[src/rtl/uart_pkg.sv]
// Shared definitions for the byte UART transmitter.
//   tx_state_e : frame FSM state encoding
//   PAR_*      : parity mode codes accepted by the PARITY parameter
//   clog2      : width helper for counters
package uart_pkg;

    typedef enum logic [2:0] {
        ST_IDLE,
        ST_START,
        ST_DATA,
        ST_PARITY,
        ST_STOP
    } tx_state_e;

    localparam int unsigned PAR_NONE = 0;
    localparam int unsigned PAR_ODD  = 1;
    localparam int unsigned PAR_EVEN = 2;

    // Bits needed to hold the values 0..v-1 (minimum 1).
    function automatic int unsigned clog2(input int unsigned v);
        int unsigned r;
        int unsigned x;
        r = 0;
        x = (v > 1) ? v - 1 : 1;
        while (x > 0) begin
            r++;
            x = x >> 1;
        end
        return r;
    endfunction

endpackage

[src/rtl/uart_byte_tx_if.sv]
// Byte handshake between the formatting stage and the UART transmitter.
//   txStart : level request from upstream, sampled only while the UART is idle
//   txData  : byte to send, captured on acceptance
//   txBusy  : high while a frame is in progress
// master = upstream byte source, slave = uart_byte_tx.
interface uart_byte_tx_if;

    logic       txStart;
    logic [7:0] txData;
    logic       txBusy;

    modport master (
        output txStart,
        output txData,
        input  txBusy
    );

    modport slave (
        input  txStart,
        input  txData,
        output txBusy
    );

endinterface

[src/rtl/uart_baud_tick.sv]
// Bit-time generator: counts 0..BAUD_DIV-1 while enabled and pulses tick_o
// for one cycle on the last count.
//   clk, uartTxRstN : clock, asynchronous active-low reset
//   clr_i           : restart the bit time from count 0 (frame acceptance)
//   en_i            : count enable; the counter sits at 0 while low
//   tick_o          : one-cycle bit-time end pulse
module uart_baud_tick
    import uart_pkg::*;
#(
    parameter int unsigned BAUD_DIV = 868
) (
    input  logic clk,
    input  logic uartTxRstN,
    input  logic clr_i,
    input  logic en_i,
    output logic tick_o
);

    localparam int unsigned CNT_W = clog2(BAUD_DIV);
    localparam logic [CNT_W-1:0] CNT_LAST = CNT_W'(BAUD_DIV - 1);

    logic [CNT_W-1:0] cnt_q;
    logic [CNT_W-1:0] cnt_d;

    always_comb begin
        cnt_d = cnt_q;
        if (clr_i || !en_i) begin
            cnt_d = '0;
        end else if (cnt_q == CNT_LAST) begin
            cnt_d = '0;
        end else begin
            cnt_d = cnt_q + CNT_W'(1);
        end
    end

    always_ff @(posedge clk or negedge uartTxRstN) begin
        if (!uartTxRstN) begin
            cnt_q <= '0;
        end else begin
            cnt_q <= cnt_d;
        end
    end

    assign tick_o = en_i && !clr_i && (cnt_q == CNT_LAST);

endmodule

[src/rtl/uart_byte_tx.sv]
// Byte-level 8N1/8x1/8x2 UART serializer driving the board TX pin.
// Frame: start bit, 8 data bits LSB-first, optional parity, 1 or 2 stop bits.
//   clk, uartTxRstN : clock, asynchronous active-low reset
//   txIf (slave)    : txStart/txData request, txBusy status (registered)
//   tx              : serial line, idles high
module uart_byte_tx
    import uart_pkg::*;
#(
    parameter int unsigned CLK_FREQ  = 100_000_000,
    parameter int unsigned BAUD_RATE = 115200,
    parameter int unsigned PARITY    = 0,
    parameter int unsigned STOP_BITS = 1
) (
    input  logic           clk,
    input  logic           uartTxRstN,
    uart_byte_tx_if.slave  txIf,
    output logic           tx
);

    localparam int unsigned BAUD_DIV = CLK_FREQ / BAUD_RATE;
    localparam bit          HAS_PAR  = (PARITY == PAR_ODD) || (PARITY == PAR_EVEN);
    localparam bit          PAR_IS_ODD = (PARITY == PAR_ODD);
    localparam int unsigned NSTOP    = (STOP_BITS == 2) ? 2 : 1;
    localparam logic [2:0]  STOP_LAST = 3'(NSTOP - 1);

    tx_state_e  state_q, state_d;
    logic [7:0] shreg_q, shreg_d;
    logic [2:0] bitIdx_q, bitIdx_d;   // data bit index in DATA, stop bit index in STOP
    logic       parAcc_q, parAcc_d;   // running XOR of the bits already sent
    logic       busy_q;
    logic       baudClr;
    logic       baudTick;

    uart_baud_tick #(
        .BAUD_DIV (BAUD_DIV)
    ) u_baud (
        .clk        (clk),
        .uartTxRstN (uartTxRstN),
        .clr_i      (baudClr),
        .en_i       (busy_q),
        .tick_o     (baudTick)
    );

    always_comb begin
        state_d  = state_q;
        shreg_d  = shreg_q;
        bitIdx_d = bitIdx_q;
        parAcc_d = parAcc_q;
        baudClr  = 1'b0;
        tx       = 1'b1;

        unique case (state_q)
            ST_IDLE: begin
                tx = 1'b1;
                if (txIf.txStart) begin
                    shreg_d  = txIf.txData;
                    bitIdx_d = '0;
                    parAcc_d = 1'b0;
                    baudClr  = 1'b1;
                    state_d  = ST_START;
                end
            end

            ST_START: begin
                tx = 1'b0;
                if (baudTick) begin
                    state_d = ST_DATA;
                end
            end

            ST_DATA: begin
                tx = shreg_q[0];
                if (baudTick) begin
                    shreg_d  = {1'b0, shreg_q[7:1]};
                    parAcc_d = parAcc_q ^ shreg_q[0];
                    if (bitIdx_q == 3'd7) begin
                        bitIdx_d = '0;
                        state_d  = HAS_PAR ? ST_PARITY : ST_STOP;
                    end else begin
                        bitIdx_d = bitIdx_q + 3'd1;
                    end
                end
            end

            ST_PARITY: begin
                tx = PAR_IS_ODD ? ~parAcc_q : parAcc_q;
                if (baudTick) begin
                    state_d = ST_STOP;
                end
            end

            ST_STOP: begin
                tx = 1'b1;
                if (baudTick) begin
                    if (bitIdx_q == STOP_LAST) begin
                        bitIdx_d = '0;
                        state_d  = ST_IDLE;
                    end else begin
                        bitIdx_d = bitIdx_q + 3'd1;
                    end
                end
            end

            default: begin
                state_d = ST_IDLE;
            end
        endcase
    end

    always_ff @(posedge clk or negedge uartTxRstN) begin
        if (!uartTxRstN) begin
            state_q  <= ST_IDLE;
            shreg_q  <= '0;
            bitIdx_q <= '0;
            parAcc_q <= 1'b0;
            busy_q   <= 1'b0;
        end else begin
            state_q  <= state_d;
            shreg_q  <= shreg_d;
            bitIdx_q <= bitIdx_d;
            parAcc_q <= parAcc_d;
            // Registered from the next state so it rises with the start bit
            // and falls on the first IDLE cycle.
            busy_q   <= (state_d != ST_IDLE);
        end
    end

    assign txIf.txBusy = busy_q;

endmodule

[src/flat_wrapper.sv]
// flat-port wrapper written by rule: the top's interface ports become plain ports
module uart_byte_tx_flat import uart_pkg::*;
#(
    parameter int unsigned CLK_FREQ  = 100_000_000,
    parameter int unsigned BAUD_RATE = 115200,
    parameter int unsigned PARITY    = 0,
    parameter int unsigned STOP_BITS = 1
)
  (clk, uartTxRstN, tx, txIf_txStart, txIf_txData, txIf_txBusy);
  uart_byte_tx_if txIf_i ();
  input  logic clk;
  input  logic uartTxRstN;
  output logic tx;
  input wire logic [$bits(txIf_i.txStart)-1:0] txIf_txStart;
  input wire logic [$bits(txIf_i.txData)-1:0] txIf_txData;
  output wire logic [$bits(txIf_i.txBusy)-1:0] txIf_txBusy;
  assign txIf_i.txStart = txIf_txStart;
  assign txIf_i.txData = txIf_txData;
  assign txIf_txBusy = txIf_i.txBusy;
  uart_byte_tx #(.CLK_FREQ(CLK_FREQ), .BAUD_RATE(BAUD_RATE), .PARITY(PARITY), .STOP_BITS(STOP_BITS)) u_core (.clk(clk), .uartTxRstN(uartTxRstN), .txIf(txIf_i), .tx(tx));
endmodule
[config.mk]
export PLATFORM = sky130hd
export DESIGN_NAME = uart_byte_tx_flat
export DESIGN_NICKNAME = d
export VERILOG_FILES = /design/src/rtl/uart_pkg.sv /design/src/rtl/uart_byte_tx_if.sv /design/src/rtl/uart_baud_tick.sv /design/src/rtl/uart_byte_tx.sv /design/src/flat_wrapper.sv
export SDC_FILE = /design/constraint.sdc
export NUM_CORES = 1
export LEC_CHECK = 0
export CELL_PAD_IN_SITES_DETAIL_PLACEMENT = 1
export CELL_PAD_IN_SITES_GLOBAL_PLACEMENT = 2
export CORE_AREA = 2 2 64 66
export DETAILED_ROUTE_END_ITERATION = 8
export DIE_AREA = 0 0 66 68
export PLACE_DENSITY = 0.84
export RECOVER_POWER = 50
export SLEW_MARGIN = 20
export SYNTH_ARGS = -nofsm -noshare
export SYNTH_HDL_FRONTEND = slang
export SYNTH_HIERARCHICAL = 1
export SYNTH_SLANG_ARGS = --single-unit
[constraint.sdc]
create_clock -name clk -period 4.4 [get_ports clk]
set_input_delay 0.88 -clock clk [delete_from_list [all_inputs] [get_ports clk]]
set_output_delay 0.88 -clock clk [all_outputs]
set_load 0.02 [all_outputs]
==> metrics.log <==
[metrics] status: completed
[metrics] first-pass GRT wire length: 5140 µm
[metrics] data arrival time of the critical path: 3.09 ns
[metrics] leakage component of the power: approximately 0.65 nW
[metrics] cells resized by post-CTS repair: 0
[metrics] number of hold violations in the final report: 0
[metrics] fraction of layout instances using a drive strength above 1: 0.0705
[metrics] clock network fraction of total power: 0.322
[metrics] internal power: 456 µW
[metrics] category of the critical setup timing path: input pin to flop
[metrics] PortBufs: 12
[metrics] Critical Path RT: 4.57 ns
[metrics] Post-Syn Area: 0.00142 mm²
[metrics] post-synthesis sequential area ratio: 0.458
[metrics] switching power as a share of total power: 0.282
[metrics] die boundary height: 68 µm
[metrics] clock buffer count from CTS: 3
[metrics] Initial Util: 0.368
[metrics] Routed Antenna Nets: 0
[metrics] standard cell area after detailed placement: around 0.0016 mm²
[metrics] vias after detailed routing: approximately 1,100
[metrics] setup TNS: 0 ns
[metrics] synthesized area divided by synthesized cell count: 9.86 µm²
[metrics] peak ir drop on the vdd network: 0.000181 V
[metrics] library cell contributing the largest single delay on the critical path: clkdlybuf4s50_1
[metrics] post-layout instance count excluding filler cells: 206
[metrics] post-synthesis adder-cell area fraction: 0.0352
[metrics] area of the die: ~0.0045 mm²
[metrics] crit start category: input pin
[metrics] critical path's largest stage delay: 0.44 ns
[metrics] largest family of logic cells by synthesized area: simple AND/OR/NAND/NOR gates
[metrics] Skew-Pair Late Insertion Delay: roughly 0.28 ns
[metrics] nets in the synthesized netlist: 159
[metrics] via count of the first global-routing pass: between 1,000 and 1,500
[metrics] # Post-CTS Setup Buffers: 0
[metrics] Achievable Freq: 0.342 GHz
[metrics] number of violations of the max-capacitance limit: 0
[metrics] number of max-slew violations in the final report: 0
[metrics] post-layout min period: between 2 and 3 ns
[metrics] TritonRoute pass-1 iters: 4
[metrics] Post-layout nets: 172
[metrics] leading cell types in the layout, fill and taps excluded: dfrtp_1, nand2_1, clkdlybuf4s50_1, nor2_1
[metrics] Die Wd: 66 µm
[metrics] area share of xor/xnor cells in the synthesized design: 0.0247
[metrics] number of buffers added to fix hold violations after cts: 0
[metrics] clock slew seen by the registers of the worst setup and hold paths: around 0.1 ns
[metrics] Hold Path Cell Cnt: 1
[metrics] Pwr Density: 390 mW/mm²
[metrics] DP HPWL: approximately 2200 µm
[metrics] post-route cell area: 0.00163 mm²
[metrics] portion of total power attributed to combinational logic: 0.169
[metrics] diodes inserted: 0
[metrics] skew final: roughly 0.0048 ns
[metrics] Final Cycle Share: 0.664
[metrics] critical path peak fanout: 9
[metrics] buffer depth of the longest clock path: 2
[metrics] number of placed instances with taps included: 202
[metrics] Max H-tree Level: 1
[metrics] total design power: 636 µW
[metrics] type of the worst min-delay path: flop to flop
[metrics] post-synthesis share of cell area spent on and, or, nand and nor gates: 0.204
[metrics] worst reg-to-reg path cell count: 8
[metrics] Routability Congestion: just under 0.8
[metrics] instance count of the mapped netlist: between 100 and 150
[metrics] global-route usage over all layers: 0.154
[metrics] total setup violations reported at the end of the flow: 0
[metrics] Starting DRT DRC Count: 55
[metrics] vias per cell: 5.30
[metrics] count of unresolved DRC violations after routing: 0
[metrics] initial antenna violation count: 0
[metrics] pin count of the biggest net entering global routing: 25
[metrics] Distinct cells, synth: 44
[metrics] Sinks on Clock Net: 26
[metrics] mux contribution to synthesized area: 0.0758
[metrics] #FFs+latches synth: 26
[metrics] worst slew pin tran: ~1.3 ns
[metrics] overall routed net length: 3020 µm
[metrics] fraction of the mapped netlist area in compound gates: 0.160
[metrics] ordered cell list for the critical path: clkdlybuf4s50_1 > nor2b_1 > and2_1 > nor2b_1 > and2_1 > mux2_4 > nor2_2 > a211oi_2 > mux2_1
[metrics] crit path capture type: flop
[metrics] most frequent standard cell in the layout excluding fill and tap cells: dfrtp_1
[metrics] net switching power of the design: 179 µW
[metrics] Synth-to-Final Area Change: 14.6%
[metrics] clock root buffer: clkbuf_8
[metrics] FP Rows: 23
[metrics] area of the core region: between 0.003 and 0.004 mm²
[metrics] sequential share of power: 0.509
[metrics] average wire per standard cell: 14.7 µm
[metrics] I/O pin total: 13
[metrics] number of warnings printed during yosys synthesis: 6
[metrics] clock tree from TritonCTS: done
[metrics] Overflow after GRT: 0
[metrics] Slew HR: 0.114
[metrics] RSZ-0062 raised after global routing: false
cell families after synthesis:
group,after synthesis
and+or+nand+nor,54
AOI/OAI and AO/OA,33
DFF,26
buffers and inverters,13
muxes,10
xor gates and xnor gates,4
adders and majority gates,4
synth_stat cells, drive strengths merged:
cell type,number,area (µm²)
dfrtp,26,651
nand2,15,58.8
o21ai,13,65.1
nor2,10,40.0
a21oi,7,35.0
inv,7,26.3
mux2i,7,70.1
nand3,6,30.0
buf,5,30.0
ha,4,50.1
o31ai,4,43.8
and2,3,18.8
mux2,3,37.5
nor2b,3,18.8
or3,3,18.8
or4,3,22.5
xor2,3,26.3
a211oi,2,20.0
nand4,2,12.5
nor3,2,10.0
a22o,1,8.76
a311o,1,10.0
a31o,1,8.76
a41o,1,10.0
clkbuf,1,3.75
nand2b,1,6.26
nand3b,1,7.51
nor3b,1,7.51
nor4,1,6.26
o21a,1,7.51
o31a,1,8.76
o32a,1,10.0
or2b,1,8.76
or3b,1,8.76
or4b,1,13.8
xnor2,1,8.76
metal layers:
metal	routed length [µm]	part of all wire	global-route usage
met5	0	0	0
met3	84	0.028	0.0362
met2	1530	0.50	0.264
met1	1360	0.45	0.184
met4	56	0.019	0.0689
critical path: cells and delay by family:
family                 cells  cell delay [ns]
AOI/OAI and AO/OA          1             0.29
and+or+nand+nor            5             0.90
muxes                      2             0.59
buffers and inverters      1             0.44
power by group through the flow:
stage	clock (mW)	sequential, mW	combinational (mW)
2_1_floorplan	0	0.316	0.0806
3_3_place_gp	0	0.324	0.106
3_5_place_dp	0	0.329	0.113
4_1_cts	0.212	0.324	0.113
5_1_grt	0.221	0.330	0.124
6_report	0.205	0.324	0.107
final cells by class:
cell class | count | area (µm²)
clock buffers | 3 | 41.3
clock inverters | 1 | 30.0
fillers | 455 | 2230
inverters | 7 | 26.3
multi-input cells | 105 | 696
flip-flops and latches | 26 | 651
well taps | 50 | 62.6
repair buffers | 14 | 121
stage by stage:
stage / util / worst slack, ns / hold WS, ns
floorplan: - / 1.82 / 0.453
global placement: 0.411 / 1.18 / 0.469
detailed placement: 0.409 / 1.12 / 0.475
CTS: 0.428 / 1.41 / 0.492
global route: 0.422 / 1.32 / 0.526
finish: 0.422 / 1.48 / 0.489
path summary, 6_finish.rpt:
kind,from,to,slack [ns]
worst max register to register,u_core/u_baud/cnt_q[0],u_core/bitIdx_q[1],1.76
min in group asynchronous,uartTxRstN,u_core/shreg_q[1],0.87
max in group asynchronous,uartTxRstN,u_core/u_baud/cnt_q[5],2.75
worst max-delay path,txIf_txStart,u_core/bitIdx_q[1],1.48
worst min register to register,u_core/u_baud/cnt_q[0],u_core/u_baud/cnt_q[0],0.49
worst min-delay path,u_core/u_baud/cnt_q[0],u_core/u_baud/cnt_q[0],0.49
registers in the layout (all words and copies together), names as in the netlist:
register and count:
u_core/u_baud/cnt_q 10, u_core/parAcc_q 1, u_core/state_q 3, u_core/bitIdx_q 3, u_core/txIf.txBusy 1, u_core/shreg_q 8
Power figures use the tool's default switching activity.
